## src/rtl/ldtu_data32_lane_rx.sv

```systemverilog
// Receiver for the four 32-bit LiteDTU output lanes: word lock on idle patterns,
// DTU data extraction from lane 0 in normal mode, ATU forwarding in test mode.
module ldtu_data32_lane_rx #(
    parameter int          Nbits_32       = 32,
    parameter logic [31:0] idle_patternEA = 32'hEAAAAAAA,
    parameter logic [31:0] idle_pattern5A = 32'h5A5A5A5A,
    parameter int          LOCK_COUNT     = 4,
    parameter int          UNLOCK_COUNT   = 3,
    parameter int          ERR_CNT_W      = 16
) (
    input  logic                 CLK,
    input  logic                 RST,
    input  logic                 TEST_ENABLE,
    input  logic                 WORD_VALID,
    input  logic [Nbits_32-1:0]  LANE0,
    input  logic [Nbits_32-1:0]  LANE1,
    input  logic [Nbits_32-1:0]  LANE2,
    input  logic [Nbits_32-1:0]  LANE3,
    input  logic                 ERR_CLR,
    output logic [Nbits_32-1:0]  DATA_OUT,
    output logic                 DATA_VALID,
    output logic [Nbits_32-1:0]  ATU_OUT_0,
    output logic [Nbits_32-1:0]  ATU_OUT_1,
    output logic [Nbits_32-1:0]  ATU_OUT_2,
    output logic [Nbits_32-1:0]  ATU_OUT_3,
    output logic                 ATU_VALID,
    output logic                 LOCKED,
    output logic                 CAL_IDLE,
    output logic [ERR_CNT_W-1:0] IDLE_ERR_CNT
);

    typedef enum logic {ST_HUNT = 1'b0, ST_LOCKED = 1'b1} state_t;

    localparam int SYNC_W = (LOCK_COUNT > 1) ? $clog2(LOCK_COUNT) : 1;
    localparam int BAD_W  = (UNLOCK_COUNT > 1) ? $clog2(UNLOCK_COUNT) : 1;
    localparam logic [SYNC_W-1:0] SYNC_LAST = SYNC_W'(LOCK_COUNT - 1);
    localparam logic [BAD_W-1:0]  BAD_LAST  = BAD_W'(UNLOCK_COUNT - 1);
    localparam logic [Nbits_32-1:0] PAT_EA = idle_patternEA[Nbits_32-1:0];
    localparam logic [Nbits_32-1:0] PAT_5A = idle_pattern5A[Nbits_32-1:0];

    state_t              state_reg;
    logic [SYNC_W-1:0]   sync_cnt_reg;
    logic [BAD_W-1:0]    bad_cnt_reg;
    logic                prev_mode_reg;
    logic [Nbits_32-1:0] atu_reg [4];
    logic [Nbits_32-1:0] lane_arr [4];

    logic upper_idle;
    logic sync_match;
    logic mode_change;
    logic bad_word;

    assign lane_arr[0] = LANE0;
    assign lane_arr[1] = LANE1;
    assign lane_arr[2] = LANE2;
    assign lane_arr[3] = LANE3;

    assign upper_idle  = (LANE1 == PAT_5A) && (LANE2 == PAT_5A) && (LANE3 == PAT_5A);
    assign sync_match  = upper_idle && (LANE0 == (TEST_ENABLE ? PAT_5A : PAT_EA));
    assign mode_change = (TEST_ENABLE != prev_mode_reg);
    // A word blocked by a mode change is not processed, so it cannot be bad either.
    assign bad_word    = WORD_VALID && !mode_change && (state_reg == ST_LOCKED)
                         && !TEST_ENABLE && !upper_idle;

    assign LOCKED    = (state_reg == ST_LOCKED);
    assign ATU_OUT_0 = atu_reg[0];
    assign ATU_OUT_1 = atu_reg[1];
    assign ATU_OUT_2 = atu_reg[2];
    assign ATU_OUT_3 = atu_reg[3];

    genvar gi;
    generate
        for (gi = 0; gi < 4; gi++) begin : g_atu
            always_ff @(posedge CLK) begin
                if (!RST) begin
                    atu_reg[gi] <= '0;
                end else if (WORD_VALID && !mode_change && TEST_ENABLE
                             && (state_reg == ST_LOCKED)) begin
                    atu_reg[gi] <= lane_arr[gi];
                end
            end
        end
    endgenerate

    always_ff @(posedge CLK) begin
        if (!RST) begin
            state_reg     <= ST_HUNT;
            sync_cnt_reg  <= '0;
            bad_cnt_reg   <= '0;
            prev_mode_reg <= TEST_ENABLE;
            DATA_OUT      <= '0;
            DATA_VALID    <= 1'b0;
            ATU_VALID     <= 1'b0;
            CAL_IDLE      <= 1'b0;
            IDLE_ERR_CNT  <= '0;
        end else begin
            prev_mode_reg <= TEST_ENABLE;
            DATA_VALID    <= 1'b0;
            ATU_VALID     <= 1'b0;

            if (ERR_CLR) begin
                IDLE_ERR_CNT <= '0;
            end else if (bad_word && (IDLE_ERR_CNT != {ERR_CNT_W{1'b1}})) begin
                IDLE_ERR_CNT <= IDLE_ERR_CNT + ERR_CNT_W'(1);
            end

            if (mode_change) begin
                state_reg    <= ST_HUNT;
                sync_cnt_reg <= '0;
                bad_cnt_reg  <= '0;
                CAL_IDLE     <= 1'b0;
            end else if (WORD_VALID) begin
                case (state_reg)
                    ST_HUNT: begin
                        if (!sync_match) begin
                            sync_cnt_reg <= '0;
                        end else if (sync_cnt_reg == SYNC_LAST) begin
                            state_reg    <= ST_LOCKED;
                            sync_cnt_reg <= '0;
                        end else begin
                            sync_cnt_reg <= sync_cnt_reg + SYNC_W'(1);
                        end
                    end
                    ST_LOCKED: begin
                        if (TEST_ENABLE) begin
                            ATU_VALID <= 1'b1;
                        end else if (!upper_idle) begin
                            if (bad_cnt_reg == BAD_LAST) begin
                                state_reg   <= ST_HUNT;
                                bad_cnt_reg <= '0;
                            end else begin
                                bad_cnt_reg <= bad_cnt_reg + BAD_W'(1);
                            end
                        end else begin
                            bad_cnt_reg <= '0;
                            if (LANE0 == PAT_EA) begin
                                CAL_IDLE <= 1'b1;
                            end else begin
                                DATA_OUT   <= LANE0;
                                DATA_VALID <= 1'b1;
                                CAL_IDLE   <= 1'b0;
                            end
                        end
                    end
                    default: state_reg <= ST_HUNT;
                endcase
            end
        end
    end

endmodule

```

## config.mk

```make
export PLATFORM = sky130hd
export DESIGN_NAME = ldtu_data32_lane_rx
export DESIGN_NICKNAME = d
export VERILOG_FILES = /design/src/rtl/ldtu_data32_lane_rx.sv
export SDC_FILE = /design/constraint.sdc
export NUM_CORES = 1
export LEC_CHECK = 0
export CORE_UTILIZATION = 47
export CTS_CLUSTER_SIZE = 25
export DETAILED_ROUTE_END_ITERATION = 8
export PLACE_DENSITY = 0.86
export SLEW_MARGIN = 5
export SYNTH_ARGS = -nofsm -noshare
export SYNTH_HDL_FRONTEND = slang
export SYNTH_SLANG_ARGS = --single-unit
```

## constraint.sdc

```tcl
create_clock -name CLK -period 11.6 [get_ports CLK]
set_clock_uncertainty 0.05 [all_clocks]
set_input_delay 3.48 -clock CLK [delete_from_list [all_inputs] [get_ports CLK]]
set_output_delay 3.48 -clock CLK [all_outputs]
set_load 0.01 [all_outputs]
```

Word-level counts from Yosys, hierarchy flattened
Memory sizes are Yosys's and may differ from the RTL's.
Index checks and enable logic that the tools add are counted.
{ "totals": {"reg_bits": 57, "mem_bits_rw": 128, "inputBits": 133, "output_inout_bits": 180, "memories": 1} }
{ "op_classes": {"add_sub_neg": 3, "n_eq_ne": 9, "mux": 22, "n_bitwise": 11, "n_reduce_logical": 21} }
{ "memory_table": {"columns": ["memory", "words", "word_bits", "rd", "rd_clocked_by_memory_dff", "write_ports", "line_no", "source"], "rows": [
  ["atu_reg", 4, 32, 4, 0, 4, "45", "logic [Nbits_32-1:0] atu_reg [4];"]
]} }
{ "op_table": {"columns": ["operator", "count"], "rows": [
  ["$mux 32", 5],
  ["$eq 32x31->1 const B", 3],
  ["$eq 32x32->1", 1],
  ["$eq 32x32->1 const B", 1],
  ["$add 16x1->16 const B", 1],
  ["$ne 16x16->1 const B", 1],
  ["$mux 1", 12],
  ["$logic_and 1x1->1", 10],
  ["$mux 2", 4],
  ["$not 1->1", 7],
  ["$reduce_and 6->1", 1],
  ["$reduce_or 6->1", 1],
  ["$add 2x1->2 const B", 2],
  ["$eq 2x2->1 const B", 2],
  ["$or 1x1->1", 4],
  ["$reduce_and 4->1", 1],
  ["$reduce_or 2->1", 2],
  ["$reduce_or 4->1", 1],
  ["$logic_not 1->1", 3],
  ["$reduce_and 3->1", 1],
  ["$pmux 1 s2", 1],
  ["$reduce_and 2->1", 1],
  ["$ne 1x1->1", 1]
]} }

Depth between registers and ports, before layout
Gate-level depths: netlist of the first run.
{ "logic_depth": {"word_depth": 9, "depth_mapped": 7} }

Worst setup path after synthesis of the first run
OpenSTA, ideal clock, no wires.
{ "synth_path": {"path_kind": "input -> register", "startpoint": "input port TEST_ENABLE", "endpoint": "memory atu_reg[0][0] (enable)", "setup_ns": 0.493, "arrival_ns": 6.933, "required_time_ns": 11.057, "slack_ns": 4.124, "stages": 4, "path_buffers": 0, "cell_sequence": "inv_1 -> ha_1 -> or3_1 -> nand2_1"} }
{ "synth_rtl": {"columns": ["element", "line_no", "source"], "rows": [
  ["start, declared", "13", "input logic TEST_ENABLE,"],
  ["end, declared", "45", null]
]} }

==> flow_summary.yaml, run 1 <==
clock_tree:
  cts.sink_count: 185
  cts.root.buffer_cell: "clkbuf_16"
  number_of_clock_buffers_inserted_by_tritoncts: 17
  cts-resized-gates: 0
  clkSlewWorstSetupHoldPaths_ns: 0.06
  htreeDepth: 4
  post_cts.repair.setup_buffers: 0
  worst_skew_pair.late_latency_ns: 0.42
  cts_hold_buffers: 0
  tritoncts: "yes"
  clock_path_buffers: 2
worst_hold_path:
  min_delay_worst_endpoint: "sync_cnt_reg[1]$_SDFFE_PP0P_"
  hp-start: "sync_cnt_reg[1]$_SDFFE_PP0P_"
  hold-path-cell-count: 2
  worstHoldPathType: "register to register"
global_route:
  gr-usage-all-layers_pct: 25.4
  grt_max_degree: 130
  global_route_wire_length_before_repair_mm: 31.5
  initial_antenna_violation_count: 0
  grt-ovfl-total: 0
  first_global_vias: 5696
pwr:
  report.power.total_w: 0.00144
  leakagePower_nw: 4.35
  power-per-cell-area_nw_per_um2: 124
  ir_drop_uv: 99.0
timing:
  min_period_over_period_pct: 55.9
  achievable-frequency_ghz: 0.154
  worst-slew-pin-transition_ns: 1.02
  finalWorstPathRequiredPeriod_ns: 6.49
  rsz0062_at_grt: "no"
  setup_viol: 0
  finalHoldViolCount: 0
  timing.setup.tns_ns: 0
  relSlewSlack_pct: 31.3
  drv_slew: 0
worst_setup_path:
  worstRegToRegCells: 5
  timing_worst_setup_path_type: "primary input to register"
  critical_path_start_type: "primary input"
  arrival_ns: 6.48
  critical_path.reg2reg.startpoint: "prev_mode_reg$_DFF_P_"
  crit_path_capture_type: "register"
  timing.critical_path.required_ns: 11.59
  worst_r2r_endpoint: "atu_reg[2][21]$_SDFFCE_PN0P_"
  timing.critical_path.fanout_max: 78
  worst-r2r-setup-slack_ns: 8.60
logic_synthesis:
  synth.net_count: 737
  synth_xor_area_share_pct: 0.113
  synth_seq_cells: 185
  synth_top_cell_area_share_pct: 49.7
  multiplexer_area_fraction_after_synthesis_pct: 4.79
  synth_warnings: 0
  post_synth_and_or_nand_nor_area_fraction_pct: 25.5
  netlist_top_cells_count: "and2_1, edfxtp_1, dfxtp_1"
  post_synth.cell_area_avg_um2: 12.9
  netlist_area_um2: 7730
  ys_async_sr_fraction_pct: 0
  compound_cell_area_share_of_the_yosys_netlist_pct: 2.75
  synth_enable_flop_cells: 128
  synthesis.instances: 601
  synthDominantAreaCellType: "edfxtp_1"
  synth_fa_ha_area_share_pct: 0.485
  ys_seq_area_share_pct: 64.5
  synthDistinctLibCells: 50
  synth.top_cells.by_area: "edfxtp_1, dfxtp_1, and2_1"
  dominantRegCellSynth: "edfxtp_1"
  combinational_family_with_the_most_area_after_synthesis: "simple AND/OR/NAND/NOR gates"
final_layout:
  number_of_nets_at_the_end_of_the_flow: 1048
  layoutNonFillerInstCount: 1142
  post_route_cells_drive_above_1_share_pct: 5.95
  final_cell_area_um2: 11600
  number_of_flip_flops_under_the_largest_register_name: 128
  area_growth_pct: 50.4
  utilization_pct: 72.7
placed_design:
  detailed_place.area_um2: 11100
  place_inst: 1109
  detailed_place_hpwl_mm: 16.4
  io_buffer_count: 312
  routabilityCongestion: 0.851
floorplan:
  floorplan.initialDensity_pct: 48.3
  die-height_um: 130
  floorplan.die_area_um2: 17000
  core_region_area_um2: 16000
  dieWidth_um: 130
  std_cell_rows: 46
  i_o_pins: 313
detailed_routing:
  final_antenna_net_count: 0
  drtIter0Drc: 420
  routed_wire_length_per_instance_um: 19.1
  drc: 0
  route.final.wire_length_mm: 21.8
  drt_pre_antenna_iters: 4
  num_vias: 5940
  routed_via_density: 5.20
flow_run:
  max_cap_violations: 0
outcome:
  result_of_the_run: "complete, no violations"
## power by group
part	switching, W	internal (W)	leakage, nW
Clock	0.000246	0.000312	0.283
Sequential	0.00000694	0.000726	1.67
Combinational	0.0000604	0.0000853	2.40
## cells in the final DEF, fill, tap and decap left out, types with 3 or more instances in the layout
| master | Yosys | final |
|---|---|---|
| ha_1 | 3 | 3 |
| and2_1 | 128 | 128 |
| nand4b_1 | 3 | 3 |
| clkbuf_16 | 0 | 18 |
| nand3b_1 | 3 | 3 |
| clkbuf_8 | 0 | 4 |
| and4bb_2 | 5 | 5 |
| a41o_1 | 3 | 3 |
| mux2i_1 | 37 | 37 |
| nand2_1 | 27 | 26 |
| nand4_1 | 18 | 18 |
| and4b_1 | 7 | 7 |
| dfxtp_1 | 57 | 57 |
| nor4_1 | 7 | 7 |
| nor2_1 | 46 | 45 |
| edfxtp_1 | 128 | 128 |
| clkdlybuf4s50_1 | 0 | 312 |
| a31oi_1 | 4 | 4 |
| o21ai_0 | 6 | 6 |
| buf_4 | 1 | 5 |
| or4_2 | 4 | 4 |
| nand2b_1 | 6 | 6 |
| inv_1 | 7 | 7 |
| nor4b_1 | 9 | 9 |
| nor4bb_1 | 19 | 19 |
| a21oi_1 | 9 | 9 |
| nand3_1 | 9 | 9 |
| and3_1 | 4 | 4 |
| o31ai_1 | 3 | 3 |
## through the flow
step,setup slack (ns),hold WS [ns]
2_1_floorplan,4.12,0.379
3_3_place_gp,4.75,0.390
3_5_place_dp,4.69,0.423
4_1_cts,5.15,0.436
5_1_grt,5.00,0.451
6_report,5.11,0.428
## worst max-delay path: stages
cell	delay, ns
clkdlybuf4s50_1	0.58
inv_1	0.14
ha_1	0.36
or3_1	0.45
nand2_4	0.53
buf_4	0.87
## layer usage
| metal | track usage (%) | share of wire (%) | up-vias | wire length (um) |
|---|---|---|---|---|
| met5 | 0 | 0 | - | 0 |
| met4 | 11.7 | 3.1 | 0 | 675 |
| met3 | 7.09 | 7.4 | 47 | 1610 |
| met2 | 45.9 | 52 | 225 | 11400 |
| met1 | 27.6 | 37 | 2819 | 8150 |
| li1 | - | - | 2849 | - |
## final cells by class
| cell class | instances | area, um^2 |
|---|---|---|
| diodes | 1 | 2.50 |
| clock buffers | 24 | 513 |
| clock inverters | 8 | 56.3 |
| fillers | 1113 | 4370 |
| inverters | 8 | 30.0 |
| multi-input cells | 383 | 2610 |
| flip-flops and latches | 185 | 4980 |
| well taps | 216 | 270 |
| repair buffers | 317 | 3160 |
## kinds of logic after synthesis
| group | after synthesis |
|---|---|
| AO/OA/AOI/OAI | 32 |
| XOR/XNOR | 1 |
| adder cells (fa/ha/maj) | 3 |
| buffers and inverters | 33 |
| flip-flops | 185 |
| multiplexers | 37 |
| AND/OR/NAND/NOR | 310 |
## worst max-delay path by stage
| stage | startpoint | end | slack [ns] | depth (start not counted) |
|---|---|---|---|---|
| 2_1_floorplan | TEST_ENABLE | atu_reg[0][0]$_SDFFCE_PN0P_ | 4.12 | 4 |
| 3_3_place_gp | TEST_ENABLE | atu_reg[1][10]$_SDFFCE_PN0P_ | 4.75 | 6 |
| 3_5_place_dp | TEST_ENABLE | atu_reg[2][8]$_SDFFCE_PN0P_ | 4.69 | 6 |
| 4_1_cts | TEST_ENABLE | atu_reg[2][20]$_SDFFCE_PN0P_ | 5.15 | 6 |
| 5_1_grt | TEST_ENABLE | atu_reg[3][11]$_SDFFCE_PN0P_ | 5.00 | 6 |
| 6_report | TEST_ENABLE | atu_reg[2][21]$_SDFFCE_PN0P_ | 5.11 | 6 |
Note: power is estimated with default switching activity, not from simulation.
==> run 2, diff against run 1 <==
- CORE_UTILIZATION: 47 -> 43
- PLACE_DENSITY: 0.86 -> 0.8
- clock period: 11.6 -> 6.78 ns (I/O delays scaled with it)
==> flow_summary.yaml, run 2 (synthesis results as in run 1) <==
placed_design:
  routabilityCongestion: 0.888
  io_buffer_count: 312
  detailed_place_hpwl_mm: 16.4
  preCtsSetupSlack_ns: 1.74
detailed_routing:
  routed_wire_length_per_instance_um: 18.8
  drt_pre_antenna_iters: 4
  num_vias: 5889
  routed_via_density: 5.11
  final_antenna_net_count: 0
  drc: 0
  route.final.wire_length_mm: 21.7
  drtIter0Drc: 276
clock_tree:
  clock_path_buffers: 2
  post_cts.repair.setup_buffers: 0
  tritoncts: "yes"
  cts.root.buffer_cell: "clkbuf_16"
  number_of_clock_buffers_inserted_by_tritoncts: 17
  cts.sink_count: 185
  worst_skew_pair.late_latency_ns: 0.42
  cts-resized-gates: 0
  cts_hold_buffers: 0
  htreeDepth: 4
  clkSlewWorstSetupHoldPaths_ns: 0.07
worst_setup_path:
  critical_path_start_type: "primary input"
  timing_worst_setup_path_type: "primary input to register"
  crit_path_capture_type: "register"
  timing.critical_path.fanout_max: 64
  timing.critical_path.required_ns: 6.84
  arrival_ns: 4.67
floorplan:
  i_o_pins: 313
  dieWidth_um: 136
  die-height_um: 136
  std_cell_rows: 48
  floorplan.initialDensity_pct: 44.4
  floorplan.die_area_um2: 18500
  core_region_area_um2: 17400
timing:
  min_period_over_period_pct: 68.1
  rsz0062_at_grt: "no"
  drv_slew: 0
  timing.setup.tns_ns: 0
  finalHoldViolCount: 0
  relSlewSlack_pct: 41.4
  worst-slew-pin-transition_ns: 0.878
  finalWorstPathRequiredPeriod_ns: 4.61
  setup_viol: 0
  worst_setup_slack_final_ns: 2.17
  achievable-frequency_ghz: 0.217
flow_run:
  max_cap_violations: 0
global_route:
  grt_max_degree: 93
  gr-usage-all-layers_pct: 23.1
  first_global_vias: 5494
  initial_antenna_violation_count: 1
  global_route_wire_length_before_repair_mm: 31.5
  grt-ovfl-total: 0
final_layout:
  post_route_cells_drive_above_1_share_pct: 6.26
  area_growth_pct: 51.0
  most_common_cell_after_layout_fill_and_taps_aside: "clkdlybuf4s50_1"
  number_of_flip_flops_under_the_largest_register_name: 128
  layout_common_cells: "clkdlybuf4s50_1, and2_1, edfxtp_1, dfxtp_1, nor2_1"
  number_of_nets_at_the_end_of_the_flow: 1050
worst_hold_path:
  worstHoldPathType: "register to register"
pwr:
  power-per-cell-area_nw_per_um2: 210
  ir_drop_uv: 172
  leakagePower_nw: 4.37
outcome:
  result_of_the_run: "complete, no violations"
run 2: worst paths after layout:
path | from | to | slack, ns | cells after the start
worst max-delay path | TEST_ENABLE | atu_reg[2][29]$_SDFFCE_PN0P_ | 2.17 | 6
worst min-delay path | sync_cnt_reg[1]$_SDFFE_PP0P_ | sync_cnt_reg[1]$_SDFFE_PP0P_ | 0.42 | 2
worst max register to register | prev_mode_reg$_DFF_P_ | atu_reg[2][29]$_SDFFCE_PN0P_ | 4.22 | 5
worst min register to register | sync_cnt_reg[1]$_SDFFE_PP0P_ | sync_cnt_reg[1]$_SDFFE_PP0P_ | 0.42 | 2
run 2: where the power goes:
group / total (W) / switching, W / leakage (nW) / internal, W
sequential: 0.00125 / 0.0000121 / 1.67 / 0.00124
clock: 0.000951 / 0.000444 / 0.285 / 0.000506
combinational: 0.000248 / 0.000100 / 2.41 / 0.000147
run 2: worst max-delay path, stage by stage:
cell,delay [ns]
clkdlybuf4s50_1,0.59
inv_1,0.14
ha_1,0.36
or3_1,0.46
nand2_4,0.67
buf_4,0.38
run 2: through the flow:
| step | cells | total power (W) | area (um^2) | utilization (%) | hold slack (ns) |
|---|---|---|---|---|---|
| after floorplan | 601 | 0.00134 | 7730 | - | 0.379 |
| after global placement | 1120 | 0.00152 | 11100 | 63.8 | 0.391 |
| after detailed placement | 1120 | 0.00153 | 11100 | 63.8 | 0.403 |
| after CTS | 1152 | 0.00247 | 11700 | 67.0 | 0.418 |
| after global routing | 1153 | 0.00253 | 11700 | 67.0 | 0.459 |
| final | 1153 | 0.00245 | 11700 | 67.0 | 0.415 |
run 2: area by class of cell:
type,count,area (um^2)
Inverter,8,30.0
Clock inverter,12,103
Multi-Input combinational cell,383,2610
Antenna cell,1,2.50
Tap cell,225,282
Timing Repair Buffer,319,3200
Fill cell,1348,5740
Clock buffer,20,459
Sequential cell,185,4980
run 2: layer usage:
layer	GRT usage [%]	vias up	wire, um
met5	0	-	0
met4	9.88	0	562
met3	6.34	33	1500
met2	40.9	230	11400
met1	26.0	2776	8270
li1	-	2850	-
